===== config.mk =====
export PLATFORM = sky130hd
export DESIGN_NAME = cpu_run_ctrl
export DESIGN_NICKNAME = d
export VERILOG_FILES = /design/src/rtl/cpu_run_ctrl.sv
export SDC_FILE = /design/constraint.sdc
export NUM_CORES = 1
export LEC_CHECK = 0
export CAP_MARGIN = 20
export CELL_PAD_IN_SITES_DETAIL_PLACEMENT = 0
export CELL_PAD_IN_SITES_GLOBAL_PLACEMENT = 1
export CORE_MARGIN = 2
export CORE_UTILIZATION = 49
export DETAILED_ROUTE_END_ITERATION = 10
export DONT_BUFFER_PORTS = 1
export GPL_TIMING_DRIVEN = 0
export PLACE_DENSITY = 0.76
export SYNTH_ARGS = -nofsm -noshare
export SYNTH_HDL_FRONTEND = slang
export SYNTH_SLANG_ARGS = --single-unit

===== constraint.sdc =====
create_clock -name clk -period 4.55 [get_ports clk]
set_clock_uncertainty 0.05 [all_clocks]
set_input_delay 0.6825 -clock clk [delete_from_list [all_inputs] [get_ports clk]]
set_output_delay 0.6825 -clock clk [all_outputs]
set_load 0.05 [all_outputs]

===== src/rtl/cpu_run_ctrl.sv =====
// cpu_run_ctrl: run/stop controller for the pipelined CPU.
// Holds the core in reset after a start, enables it for a bounded number
// of cycles, and stops early when the fetch PC sits still (halt loop).
module cpu_run_ctrl #(
  parameter int PC_W         = 64,
  parameter int CNT_W        = 32,
  parameter int RESET_CYCLES = 1,
  parameter int MAX_CYCLES   = 500,
  parameter int STALL_LIMIT  = 4
) (
  input  logic             clk,
  input  logic             reset,
  input  logic             start,
  input  logic [PC_W-1:0]  pc,
  output logic             core_reset,
  output logic             core_en,
  output logic             running,
  output logic             done,
  output logic             halted,
  output logic             timeout,
  output logic [CNT_W-1:0] cycle_count
);

  localparam int RC_W = (RESET_CYCLES > 1) ? $clog2(RESET_CYCLES) : 1;
  localparam int SL_W = $clog2(STALL_LIMIT + 1);

  typedef enum logic [1:0] {
    S_IDLE  = 2'd0,
    S_RESET = 2'd1,
    S_RUN   = 2'd2,
    S_DONE  = 2'd3
  } state_t;

  state_t           state, state_nxt;
  logic [RC_W-1:0]  rst_cnt, rst_cnt_nxt;
  logic [SL_W-1:0]  stall_cnt, stall_cnt_nxt;
  logic [PC_W-1:0]  prev_pc, prev_pc_nxt;
  logic             prev_valid, prev_valid_nxt;
  logic             halted_q, halted_nxt;
  logic             timeout_q, timeout_nxt;
  logic [CNT_W-1:0] cycle_q, cycle_nxt;

  // State and datapath registers, asynchronously reset.
  always_ff @(posedge clk or posedge reset) begin
    if (reset) begin
      state      <= S_IDLE;
      rst_cnt    <= '0;
      stall_cnt  <= '0;
      prev_pc    <= '0;
      prev_valid <= 1'b0;
      halted_q   <= 1'b0;
      timeout_q  <= 1'b0;
      cycle_q    <= '0;
    end else begin
      state      <= state_nxt;
      rst_cnt    <= rst_cnt_nxt;
      stall_cnt  <= stall_cnt_nxt;
      prev_pc    <= prev_pc_nxt;
      prev_valid <= prev_valid_nxt;
      halted_q   <= halted_nxt;
      timeout_q  <= timeout_nxt;
      cycle_q    <= cycle_nxt;
    end
  end

  // Next-state and next-value logic; run status is cleared on the start
  // edge itself so it already reads zero during the RESET window.
  always_comb begin
    state_nxt      = state;
    rst_cnt_nxt    = rst_cnt;
    stall_cnt_nxt  = stall_cnt;
    prev_pc_nxt    = prev_pc;
    prev_valid_nxt = prev_valid;
    halted_nxt     = halted_q;
    timeout_nxt    = timeout_q;
    cycle_nxt      = cycle_q;
    unique case (state)
      S_IDLE, S_DONE: begin
        if (start) begin
          state_nxt      = S_RESET;
          rst_cnt_nxt    = RC_W'(RESET_CYCLES - 1);
          cycle_nxt      = '0;
          halted_nxt     = 1'b0;
          timeout_nxt    = 1'b0;
          stall_cnt_nxt  = '0;
          prev_valid_nxt = 1'b0;
        end
      end
      S_RESET: begin
        if (rst_cnt == '0) state_nxt = S_RUN;
        else               rst_cnt_nxt = rst_cnt - RC_W'(1);
      end
      S_RUN: begin
        cycle_nxt = cycle_q + CNT_W'(1);
        if (prev_valid && (pc == prev_pc)) stall_cnt_nxt = stall_cnt + SL_W'(1);
        else                               stall_cnt_nxt = '0;
        prev_pc_nxt    = pc;
        prev_valid_nxt = 1'b1;
        // Halt takes priority when both exit conditions land on one edge.
        if (stall_cnt_nxt == SL_W'(STALL_LIMIT)) begin
          state_nxt  = S_DONE;
          halted_nxt = 1'b1;
        end else if (cycle_nxt == CNT_W'(MAX_CYCLES)) begin
          state_nxt   = S_DONE;
          timeout_nxt = 1'b1;
        end
      end
      default: state_nxt = S_IDLE;
    endcase
  end

  // Moore outputs decoded from registered state.
  always_comb begin
    core_reset  = (state == S_IDLE) || (state == S_RESET);
    core_en     = (state == S_RUN);
    running     = (state == S_RESET) || (state == S_RUN);
    done        = (state == S_DONE);
    halted      = halted_q;
    timeout     = timeout_q;
    cycle_count = cycle_q;
  end

endmodule

==> summary by stage <==
STA
The number of endpoints failing setup at the final stage is 0. The number of hold violations in the final report is 0. The maximum clock frequency is around 0.27 GHz. The final worst-path cycle share is between 80% and 90%. The number of pins with negative max-slew slack in the final report is 0. The setup slack after layout is 0.856 ns.

In this run the tightest slew margin relative to its limit is between 40 and 50%. The measured slew at the worst slew-check pin is roughly 0.83 ns. The aggregate negative setup slack is 0 ns. The shortest clock period the worst path allows after layout is between 3 and 4 ns.

The worst hold slack after final layout is 0.212 ns. Setup repair after global routing left no endpoint under its margin.

CTS
The TritonCTS clock tree is built. The H-tree level count is 3. After clock tree synthesis, the clock-pin slew on the worst setup and hold paths is 0.07 ns. Clock tree synthesis found a total of roughly 100 sinks. Clock latency on the worst-skew pair, taken at its later pin, is 0.35 ns. In this run, post-CTS hold repair placed 0 buffers. The clock root buffer master is clkbuf_16. Counting along the longest clock path gives a buffer depth of 2. The post-CTS repair timing setup buffer count is 0. The number of cells upsized or downsized after cts is 0.

Counting the buffers created by CTS gives 9.

Critical path
The type of the worst setup path is reg2reg. The worst reg2reg path startpoint is cycle_count[1]$_DFFE_PP0P_. The most critical setup path has its endpoint at state[0]$_DFFE_PP0P_.

The depth of the worst register-to-register path is 10. Along the worst path, the maximum fanout reaches 10. The sort of element at the end of the critical path is a flip-flop. The type of element launching the critical path is a flip-flop. Setup slack on the worst reg-to-reg path comes out at between 0.8 and 0.9 ns. Data arrives at the worst endpoint at 3.91 ns. The start point of the critical path is cycle_count[1]$_DFFE_PP0P_. The endpoint identified for the worst register-to-register timing path is state[0]$_DFFE_PP0P_. At the worst endpoint, the required time is between 4 and 5 ns.

Die
The initial core utilization is about half. The floorplan core area is between 0.01 and 0.015 mm^2. The vertical die dimension is about 110 um. The area enclosed by the die boundary is 0.0128 mm^2.

The horizontal die dimension is between 100 and 150 um. In this run the count of I/O pins placed on the die edge is about 110. The row count is 39.

Placed design
The routability-driven placement congestion ratio is between 0.8 and 0.9. In this run the tool buffered the top-level ports with 0 buffer cells. Before CTS, the worst setup slack after placement is 0.915 ns. The placed wire-length estimate after detailed placement is 9.98 mm.

Yosys
Synthesis produced a netlist whose cell count is between 500 and 600. The cell taking the most area after synthesis is dfrtp_1. The synthesized design devotes to its leading area cell type roughly 45% of total area. In the synthesized netlist, the cells that appear most often are dfrtp_1 (104), o21ai_0 (55), mux2_2 (52). The most instantiated flip-flop cell in the synthesis netlist is dfrtp_1. The number of register bits inferred by synthesis is between 100 and 150.

During synthesis, Yosys emitted a total of 0 warnings. In the post-synthesis netlist, the cell with the most instances is dfrtp_1. The share of synthesized area occupied by flip-flops and latches is between 40% and 50%. The async set-or-reset flop fraction in the synthesized netlist is 100%. The number of flops mapped to enable cells by yosys is 0. In this run the mean area of a mapped cell was between 10 and 15 um^2.

The post-synthesis instance area is ~0.006 mm^2. Synthesis instantiated 67 different standard cells from the library. The number of nets produced by synthesis is 647. Sorting the synthesized cells by area gives the leading types as dfrtp_1 (45%), mux2_2 (10%), xor2_1 (7.2%).

Drt
Using the TritonRoute via totals, the vias-per-cell ratio works out to 6.10. The routed design has 14.1 mm of wire. For this run, the detailed router's first-pass iteration total came to 10.

Dividing the detail-routed wire length by the instance count gives a little under 20 um. The DRC violation count after routing is 7. In this run the remaining antenna-violating nets after routing total 0. After the first detailed-routing iteration, the DRC count stood at just over 300.

The total via count in the routed design is between 4000 and 5000.

Power and ir drop
The reported leakage power is ~0.0027 uW. Dividing total power by cell area gives a power density of approximately 560 mW/mm^2. The design draws ~3500 uW.

VDD sags by at most about 0.00035 V.

Flow run
Across the run, the number of max-cap violations was 0.

GRT
The initial antenna violation count came to 0. Global routing consumed, on the met2 layer, a little over a third of the routing resources. The global-route track usage on met1 is 31.9%.

The layer with the highest usage after global routing is met2. The overall global routing resource usage is between 20% and 30%. For this run the aggregate overflow at the end of global routing stands at 0. The via count of the first global-routing pass is 4396.

The first-pass GRT wire length is between 20 and 25 mm. The maximum number of pins on one net before global-route repair is slightly above 60. The global-route met3 utilization is under 10%.

Layout
The net count of the finished layout is 659. For this run, the share of the core covered by cells in the final layout is approximately 55%. Compared with the post-synthesis result, the final layout area differs by 8.54%. 0 antenna diodes ended up in the layout. The footprint of the multi-input gates is 0.00297 mm^2. The number of fill cells in the layout is between 1000 and 1500. The sequential standard cell area is between 0.002 and 0.003 mm^2. The share of post-route cells with drive strength above 1 is ~16%.

Min path
The class of the most critical hold timing path is in2async.

Run status
The flow ran to the end, but the final reports show violations. The checks that failed: DRC.
==> logic make-up (layout without fill, tap and decap cells) <==
| group | after synthesis | after routing | share of synthesized area, % |
|---|---|---|---|
| adders and majority gates | 8 | 8 | 1.72 |
| DFF | 104 | 104 | 44.6 |
| xor gates and xnor gates | 64 | 64 | 9.61 |
| buffers and inverters | 62 | 79 | 4.38 |
| muxes | 55 | 55 | 10.6 |
| AOI/OAI and AO/OA | 131 | 131 | 14.3 |
| and+or+nand+nor | 148 | 148 | 14.8 |
==> sequential cells by signal, summed over array words and instances, names as in the netlist <==
signal       flops
prev_pc         64
cycle_count     32
stall_cnt        3
state            2
halted           1
prev_valid       1
timeout          1
==> power breakdown <==
part	switching (uW)	total [uW]	internal, uW
clock network	371	766	395
registers	237	1480	1240
logic	708	1270	561
==> layout make-up <==
class / instances / area share, %
Tap cell: 143 / 2.83
Sequential cell: 104 / 41.1
Inverter: 24 / 1.46
Multi-Input combinational cell: 406 / 47.0
Clock buffer: 10 / 3.78
Timing Repair Buffer: 1 / 0.435
Buffer: 38 / 2.61
Clock inverter: 6 / 0.791
==> how the worst min path moves through the flow <==
stage	startpoint	to	slack [ns]	depth (start not counted)
final	reset	cycle_count[10]$_DFFE_PP0P_	0.21	1
after global routing	reset	prev_pc[58]$_DFFE_PP0P_	0.26	1
after CTS	reset	cycle_count[10]$_DFFE_PP0P_	0.23	1
after detailed placement	stall_cnt[1]$_DFFE_PP0P_	stall_cnt[1]$_DFFE_PP0P_	0.45	1
after global placement	stall_cnt[1]$_DFFE_PP0P_	stall_cnt[1]$_DFFE_PP0P_	0.44	1
after floorplan	stall_cnt[1]$_DFFE_PP0P_	stall_cnt[1]$_DFFE_PP0P_	0.43	1
==> metrics by stage <==
step	cell area, um^2	std cells
2_1_floorplan	5830	572
3_3_place_gp	6010	715
3_5_place_dp	6040	716
4_1_cts	6330	732
5_1_grt	6330	732
6_report	6330	732
==> worst max-delay path, stage by stage, from the launching register on <==
cell and delay, ns:
dfrtp_1 0.82, ha_1 0.40, nand3_2 0.23, nor3_1 0.27, clkbuf_1 0.46, a21oi_1 0.13, a2111oi_0 0.32, nand4_1 0.22
nor4b_4 0.43, o21ai_2 0.11, mux2i_1 0.18
==> metal layers <==
layer  share of wire, %  routed length, um  vias up
met3                7.3               1040       21
met2                 46               6480      134
met1                 45               6380     2214
met5                  0                  0        -
li1                   -                  -     2095
met4                1.6                224        0
==> cells in the final DEF, fill, tap and decap left out, drive strengths merged, types with 5 or more instances in the layout <==
master  Yosys  final
a21oi      17     17
a31oi       6      6
and2        5      5
and3        7      7
buf        10     11
clkbuf     28     38
dfrtp     104    104
ha          8      8
inv        24     27
mux2       52     52
nand2      31     31
nand3      16     16
nand4      18     18
nor2       21     21
nor3        9      9
nor4       16     16
o21ai      56     56
o22ai       6      6
o31ai       9      9
o41ai       5      5
or3         6      6
xnor2      16     16
xor2       48     48
Note: power is estimated with default switching activity, not from simulation.
